### src/rtl/riscv_pkg.sv
// Shared RV32I core definitions: widths, reset PC, nop encoding and fetch FSM states.
package riscv_pkg;

    localparam int unsigned XLEN      = 32;
    localparam logic [31:0] RESET_PC  = 32'h0000_0000;
    localparam logic [31:0] NOP_INSTR = 32'h0000_0013;

    typedef enum logic [1:0] {
        FETCH_REQ  = 2'd0,
        FETCH_WAIT = 2'd1,
        FETCH_HOLD = 2'd2,
        FETCH_HALT = 2'd3
    } fetch_state_t;

endpackage

### src/rtl/fetch_unit_if.sv
// Instruction-memory request/response bus between the fetch stage and imem.
interface fetch_unit_if #(
    parameter int unsigned XLEN = riscv_pkg::XLEN
);
    logic            imem_req_valid;
    logic            imem_req_ready;
    logic [XLEN-1:0] imem_addr;
    logic            imem_rsp_valid;
    logic [31:0]     imem_rsp_data;

    modport master (
        output imem_req_valid,
        output imem_addr,
        input  imem_req_ready,
        input  imem_rsp_valid,
        input  imem_rsp_data
    );

    modport slave (
        input  imem_req_valid,
        input  imem_addr,
        output imem_req_ready,
        output imem_rsp_valid,
        output imem_rsp_data
    );
endinterface

### src/rtl/next_pc_sel.sv
// Next-PC priority mux (jalr > branch/jal > sequential) with misalignment detect.
module next_pc_sel #(
    parameter int unsigned XLEN = riscv_pkg::XLEN
) (
    input  logic [XLEN-1:0] PCPlus4,
    input  logic [XLEN-1:0] PCTarget,
    input  logic [XLEN-1:0] ALUResult,
    input  logic            Branch,
    input  logic            Jump,
    input  logic            jalr,
    output logic [XLEN-1:0] next_pc,
    output logic            next_misaligned
);

    // jalr clears bit 0, so only bit 1 can flag a misaligned target
    always_comb begin
        next_pc = PCPlus4;
        if (jalr) begin
            next_pc = ALUResult & ~XLEN'(1);
        end else if (Branch || Jump) begin
            next_pc = PCTarget;
        end
        next_misaligned = next_pc[1];
    end

endmodule

### src/rtl/fetch_unit.sv
// Instruction fetch stage: owns PC, fetches one instruction at a time, retires on instr_ready.
module fetch_unit #(
    parameter int unsigned     XLEN     = riscv_pkg::XLEN,
    parameter logic [XLEN-1:0] RESET_PC = XLEN'(riscv_pkg::RESET_PC)
) (
    input  logic               clk,
    input  logic               reset_n,
    fetch_unit_if.master       imem,
    output logic [31:0]        Instr,
    output logic [XLEN-1:0]    PC,
    output logic [XLEN-1:0]    PCPlus4,
    output logic               instr_valid,
    input  logic               instr_ready,
    input  logic               Branch,
    input  logic               Jump,
    input  logic               jalr,
    input  logic [XLEN-1:0]    PCTarget,
    input  logic [XLEN-1:0]    ALUResult,
    output logic               misaligned,
    output logic [31:0]        instret
);
    import riscv_pkg::*;

    localparam logic [1:0] S_REQ  = FETCH_REQ;
    localparam logic [1:0] S_WAIT = FETCH_WAIT;
    localparam logic [1:0] S_HOLD = FETCH_HOLD;
    localparam logic [1:0] S_HALT = FETCH_HALT;

    logic [1:0]      state;
    logic [1:0]      stateNext;
    logic            latchInstr;
    logic            retire;
    logic [XLEN-1:0] nextPc;
    logic            nextMisaligned;

    assign PCPlus4             = PC + XLEN'(4);
    assign imem.imem_req_valid = (state == S_REQ);
    assign imem.imem_addr      = PC;
    assign instr_valid         = (state == S_HOLD);
    assign misaligned          = (state == S_HALT);

    next_pc_sel #(
        .XLEN(XLEN)
    ) u_next_pc_sel (
        .PCPlus4        (PCPlus4),
        .PCTarget       (PCTarget),
        .ALUResult      (ALUResult),
        .Branch         (Branch),
        .Jump           (Jump),
        .jalr           (jalr),
        .next_pc        (nextPc),
        .next_misaligned(nextMisaligned)
    );

    // State register
    always_ff @(posedge clk or negedge reset_n) begin
        if (!reset_n) begin
            state <= S_REQ;
        end else begin
            state <= stateNext;
        end
    end

    // Next-state and handshake decode; responses outside WAIT are dropped
    always_comb begin
        stateNext  = state;
        latchInstr = 1'b0;
        retire     = 1'b0;
        case (state)
            S_REQ: begin
                if (imem.imem_req_ready) begin
                    stateNext = S_WAIT;
                end
            end
            S_WAIT: begin
                if (imem.imem_rsp_valid) begin
                    latchInstr = 1'b1;
                    stateNext  = S_HOLD;
                end
            end
            S_HOLD: begin
                if (instr_ready) begin
                    retire    = 1'b1;
                    stateNext = nextMisaligned ? S_HALT : S_REQ;
                end
            end
            S_HALT: begin
                stateNext = S_HALT;
            end
            default: begin
                stateNext = S_REQ;
            end
        endcase
    end

    // Instruction register
    always_ff @(posedge clk or negedge reset_n) begin
        if (!reset_n) begin
            Instr <= NOP_INSTR;
        end else if (latchInstr) begin
            Instr <= imem.imem_rsp_data;
        end
    end

    // PC and retired-instruction counter advance together on retire
    always_ff @(posedge clk or negedge reset_n) begin
        if (!reset_n) begin
            PC      <= RESET_PC;
            instret <= 32'd0;
        end else if (retire) begin
            PC      <= nextPc;
            instret <= instret + 32'd1;
        end
    end

endmodule

### src/flat_wrapper.sv
// flat-port wrapper written by rule: the top's interface ports become plain ports
module fetch_unit_flat import riscv_pkg::*;
#(
    parameter int unsigned     XLEN     = riscv_pkg::XLEN,
    parameter logic [XLEN-1:0] RESET_PC = XLEN'(riscv_pkg::RESET_PC)
)
  (clk, reset_n, Instr, PC, PCPlus4, instr_valid, instr_ready, Branch, Jump, jalr, PCTarget, ALUResult, misaligned, instret, imem_imem_req_valid, imem_imem_addr, imem_imem_req_ready, imem_imem_rsp_valid, imem_imem_rsp_data);
  fetch_unit_if #(.XLEN(XLEN)) imem_i ();
  input  logic clk;
  input  logic reset_n;
  output logic [31:0] Instr;
  output logic [XLEN-1:0] PC;
  output logic [XLEN-1:0] PCPlus4;
  output logic instr_valid;
  input  logic instr_ready;
  input  logic Branch;
  input  logic Jump;
  input  logic jalr;
  input  logic [XLEN-1:0] PCTarget;
  input  logic [XLEN-1:0] ALUResult;
  output logic misaligned;
  output logic [31:0] instret;
  output wire logic [$bits(imem_i.imem_req_valid)-1:0] imem_imem_req_valid;
  output wire logic [$bits(imem_i.imem_addr)-1:0] imem_imem_addr;
  input wire logic [$bits(imem_i.imem_req_ready)-1:0] imem_imem_req_ready;
  input wire logic [$bits(imem_i.imem_rsp_valid)-1:0] imem_imem_rsp_valid;
  input wire logic [$bits(imem_i.imem_rsp_data)-1:0] imem_imem_rsp_data;
  assign imem_imem_req_valid = imem_i.imem_req_valid;
  assign imem_imem_addr = imem_i.imem_addr;
  assign imem_i.imem_req_ready = imem_imem_req_ready;
  assign imem_i.imem_rsp_valid = imem_imem_rsp_valid;
  assign imem_i.imem_rsp_data = imem_imem_rsp_data;
  fetch_unit #(.XLEN(XLEN), .RESET_PC(RESET_PC)) u_core (.clk(clk), .reset_n(reset_n), .imem(imem_i), .Instr(Instr), .PC(PC), .PCPlus4(PCPlus4), .instr_valid(instr_valid), .instr_ready(instr_ready), .Branch(Branch), .Jump(Jump), .jalr(jalr), .PCTarget(PCTarget), .ALUResult(ALUResult), .misaligned(misaligned), .instret(instret));
endmodule
### config.mk
export PLATFORM = sky130hd
export DESIGN_NAME = fetch_unit_flat
export DESIGN_NICKNAME = d
export VERILOG_FILES = /design/src/rtl/riscv_pkg.sv /design/src/rtl/fetch_unit_if.sv /design/src/rtl/next_pc_sel.sv /design/src/rtl/fetch_unit.sv /design/src/flat_wrapper.sv
export SDC_FILE = /design/constraint.sdc
export NUM_CORES = 1
export LEC_CHECK = 0
export BUFFER_PORTS_ARGS = -buffer_cell sky130_fd_sc_hd__buf_2
export CAP_MARGIN = 20
export CORE_AREA = 2 2 109 111
export CTS_CLUSTER_DIAMETER = 50
export DETAILED_ROUTE_END_ITERATION = 12
export DIE_AREA = 0 0 111 113
export PLACE_DENSITY = 0.86
export SETUP_SLACK_MARGIN = 0.4
export SLEW_MARGIN = 20
export SYNTH_ARGS = -nofsm -noshare
export SYNTH_HDL_FRONTEND = slang
export SYNTH_HIERARCHICAL = 1
export SYNTH_SLANG_ARGS = --single-unit
### constraint.sdc
create_clock -name clk -period 6.59 [get_ports clk]
set_clock_uncertainty 0.2 [all_clocks]
set_input_delay 1.6475 -clock clk [delete_from_list [all_inputs] [get_ports clk]]
set_output_delay 1.6475 -clock clk [all_outputs]
set_load 0.005 [all_outputs]
# ---- After elaboration in Yosys (flattened, before gate mapping)
# Cells that the tools add are included.
dict set report op_classes {
  reduce_logical 3
  add_sub_neg 2
  eq_ne 6
  n_mux 11
}
# cell count
set op_table {}
lappend op_table {{two-way mux 32 bit} 2}
lappend op_table {{adder 32 x 1 -> 32 bit, second input constant} 1}
lappend op_table {{adder 32 x 3 -> 32 bit, second input constant} 1}
lappend op_table {{two-way mux 2 bit} 4}
lappend op_table {{case mux 2 bit (4 select lines)} 1}
lappend op_table {{== test 2 bit, second input constant} 2}
lappend op_table {{two-way mux 1 bit} 4}
lappend op_table {{inequality test 2 x 1 -> 1 bit, second input constant} 2}
lappend op_table {{AND reduction 3 bit} 1}
lappend op_table {{== test 2 x 1 -> 1 bit, second input constant} 1}
lappend op_table {{logical NOT 2 bit} 1}
lappend op_table {{inequality test 2 bit, second input constant} 1}
lappend op_table {{logical OR 1 bit} 1}
dict set report word_totals {
  register_bits 98
}

# ---- Longest topological paths before layout
dict set report depth {
  word_depth 6
  ltp_mapped 9
}

# ---- By module
# The synthesis kept the hierarchy.
# module cells_each n_inst seq_area_each_um2 area_per_inst_um2
set by_module_without_submodules {}
lappend by_module_without_submodules {fetch_unit 466 1 2456.1 4772.1}
lappend by_module_without_submodules {next_pc_sel 148 1 0.0 938.4}

# ---- Worst setup path after synthesis
# Ideal clock, no wire load.
dict set report synth_path {
  path_kind {reg2out}
  start {reg u_core.PC[14]}
  end {out PCPlus4[28]}
  required_ps 4742
  path_buffers 0
  stages_incl_launch_ff 5
  arrival_ps 1546
  setup_slack_ps 3197
  path_cell_list {dfrtp_1 -> nand3_1 -> nor4_2 -> nand4_1 -> xnor2_1}
}
dict set report synth_between {
  elab_chain_cells 1
}
# item line
set synth_lines {}
lappend synth_lines {{from (decl)} fetch_unit.sv:10} ;# output logic [XLEN-1:0] PC,
lappend synth_lines {{from (signal assigned)} fetch_unit.sv:111} ;# PC <= nextPc;
lappend synth_lines {{adder 32 x 3 -> 32 bit} fetch_unit.sv:36} ;# assign PCPlus4 = PC + XLEN'(4);
lappend synth_lines {{to (decl)} flat_wrapper.sv:13} ;# output logic [XLEN-1:0] PCPlus4;
# No other way between the ends.

# ---- Worst setup path after layout
dict set report layout_path {
  start {reg u_core.PC[3]}
  end {out PCPlus4[20]}
}
# The elaborated chain is that of the path after synthesis.

==> flow_metrics.tcl <==
set metrics [dict create \
    status "completed" \
    hp-class "reg2reg" \
    portBuffers 265 \
    area_growth_pct 25.11 \
    syn_area_per_cell_um2 9.300 \
    place_congestion 0.8658 \
    cts_tree "yes" \
    required_ps 4740 \
    syn-instance-count 614 \
    slew_headroom_pct 25.66 \
    ios 267 \
    register_area_um2 2456 \
    ctsHoldBuffers 0 \
    ys_seq_area_share_pct 43.01 \
    finalSetupTns_ps 0 \
    antenna_left 0 \
    ys_ff_latch 98 \
    final_common_cell "buf_2" \
    finish.instance_area_um2 7144 \
    fillers 964 \
    first_iter_violations 318 \
    setup.worst_path.class "reg2out" \
    clk_latency_ps 340 \
    multiInputGateArea_um2 2694 \
    slew_viol_final 0 \
    cp_slowest_cell "nor3_1" \
    antenna_found_initial 0 \
    final_cell_mix "buf_2, nand2_1, dfrtp_1, xnor2_1, inv_1" \
    setup_viol 0 \
    root_buffer "clkbuf_16" \
    endpoint_kind "output pin" \
    synth_edf_count 0 \
    peakVddDrop_v 0.0002412 \
    p_per_area_nw_per_um2 350.5 \
    cts_setup_buffers 0 \
    max_freq_ghz 0.2344 \
    rsz0062_at_grt "no" \
    max_stage_delay_ps 600 \
    drc_errors 0 \
    wl_per_cell_um 15.83 \
    start_util_pct 50.66 \
    cts_made_buffers 9 \
    grt_pass1_wl_mm 24.99 \
    num-nets-final 933 \
    power_mw 2.504 \
    grt_pass1_vias 5023 \
    die_area_um2 12540 \
    critPathTopFamily "simple AND/OR/NAND/NOR gates" \
    arrival_ps 2420 \
    timing.final.crit_share_pct 64.74 \
    wl_mm 15.43 \
    hold_violations 0 \
    detailed_place_hpwl_mm 11.30 \
    min_period_ps 4266 \
    ys.flop_type "dfrtp_1" \
    worst_slew_pin_slew_ps 1101 \
    path_max_fanout 6 \
    rows 39 \
    dieWidth_um 111 \
    viasPerCell 5.343 \
    crit_buf_inv 1 \
    cts_num_sinks 98 \
    ctsResizeCount 0 \
    place_area_um2 6849 \
    coreArea_um2 11270 \
    grt_max_degree 69 \
    dr.pass1.iters 4 \
    critPathLaunchType "register" \
    post-place-ws_ps 2207 \
    synth-async-reset-ratio_pct 100.0 \
    synth_warnings 6 \
    layout-drive-gt1-share_pct 39.78 \
    syn_nets 720 \
    ys_types 37 \
    fin_ws_ps 2324 \
    clockBufferDepth 2 \
    die_y_um 113 \
    antenna_cells 0 \
    syn_area_um2 5710 \
    cts.htree.levels 3 \
    leakagePower_nw 3.753 \
    grt_usage_pct 24.48 \
    drv_cap 0 \
    vias 5209 \
    grt-ovfl-total 0 \
    timing.critical_path.cells "ha_1, nand3_1, nor3_1, nand2_1, xnor2_1, buf_2" \
    cts.clk_slew.worst_paths_ps 70 \
]
==> stage by stage <==
stage | utilization (%) | hold WS (ps) | std cells
2_1_floorplan | - | 264.7 | 614
4_1_cts | 63.38 | 281.1 | 975
6_report | 63.38 | 284.3 | 975
3_3_place_gp | 60.76 | 268.6 | 959
5_1_grt | 63.38 | 312.7 | 975
3_5_place_dp | 60.76 | 267.1 | 959
==> state kept, by name, summed over array words and instances, names as in the netlist <==
name and cells:
u_core/instret 32, u_core/Instr 32, u_core/state 2, u_core/PC 32
==> power by group <==
part / total, mW / leakage, nW / internal [mW] / switching (mW)
Combinational: 0.951 / 2.37 / 0.505 / 0.446
Sequential: 1.04 / 1.24 / 0.812 / 0.224
Clock: 0.517 / 0.143 / 0.275 / 0.243
==> worst paths after layout <==
| path | depth (start not counted) | slack [ps] | startpoint | endpoint |
|---|---|---|---|---|
| max in group asynchronous | 2 | 3990 | reset_n | u_core/PC[0] |
| hold reg to reg | 1 | 280 | u_core/instret[31] | u_core/instret[31] |
| hold / removal | 1 | 280 | u_core/instret[31] | u_core/instret[31] |
| setup / recovery | 6 | 2320 | u_core/PC[3] | PCPlus4[20] |
| setup reg to reg | 5 | 3400 | u_core/state[0] | u_core/instret[31] |
| min in group asynchronous | 1 | 1070 | reset_n | u_core/PC[24] |
==> Yosys cell counts (all sizes together) (18+ instances only) <==
| library cell | count | share of area, % |
|---|---|---|
| nand2 | 141 | 9.3 |
| nand4 | 18 | 2.0 |
| clkbuf | 28 | 1.8 |
| buf | 41 | 5.5 |
| dfrtp | 95 | 42 |
| o311ai | 31 | 4.8 |
| nor2 | 18 | 1.2 |
| or4b | 31 | 5.4 |
| mux2 | 32 | 6.3 |
| nand3 | 28 | 2.5 |
| xnor2 | 42 | 6.4 |
| inv | 39 | 2.6 |
==> area by class of cell <==
type / count / share of cell area [%]
Clock inverter: 6 / 0.7881
Multi-Input combinational cell: 408 / 37.71
Tap cell: 143 / 2.504
Sequential cell: 98 / 34.38
Clock buffer: 10 / 3.345
Inverter: 39 / 2.049
Timing Repair Buffer: 271 / 19.23
==> layer usage <==
metal / vias to the layer above / track usage, % / share of wire [%]
met1: 2489 / 30.87 / 41
met3: 26 / 4.606 / 6.5
met4: 0 / 7.500 / 2.1
met2: 198 / 43.03 / 50
met5: - / 0 / 0
li1: 2496 / - / -
==> worst register-to-register path: stages, from the launching register on <==
cell	delay (ps)
dfrtp_1	480
nand3b_1	700
buf_4	480
or4_1	730
nor4_4	350
xor2_1	180
==> cells by family after synthesis <==
family | after synthesis | synth area share [%]
AND/OR/NAND/NOR | 275 | 25.79
buffers and inverters | 108 | 9.860
flip-flops | 98 | 43.01
XOR/XNOR | 59 | 9.049
AO/OA/AOI/OAI | 40 | 5.543
multiplexers | 32 | 6.310
adder cells (fa/ha/maj) | 2 | 0.4381
Note: power is estimated with default switching activity, not from simulation.
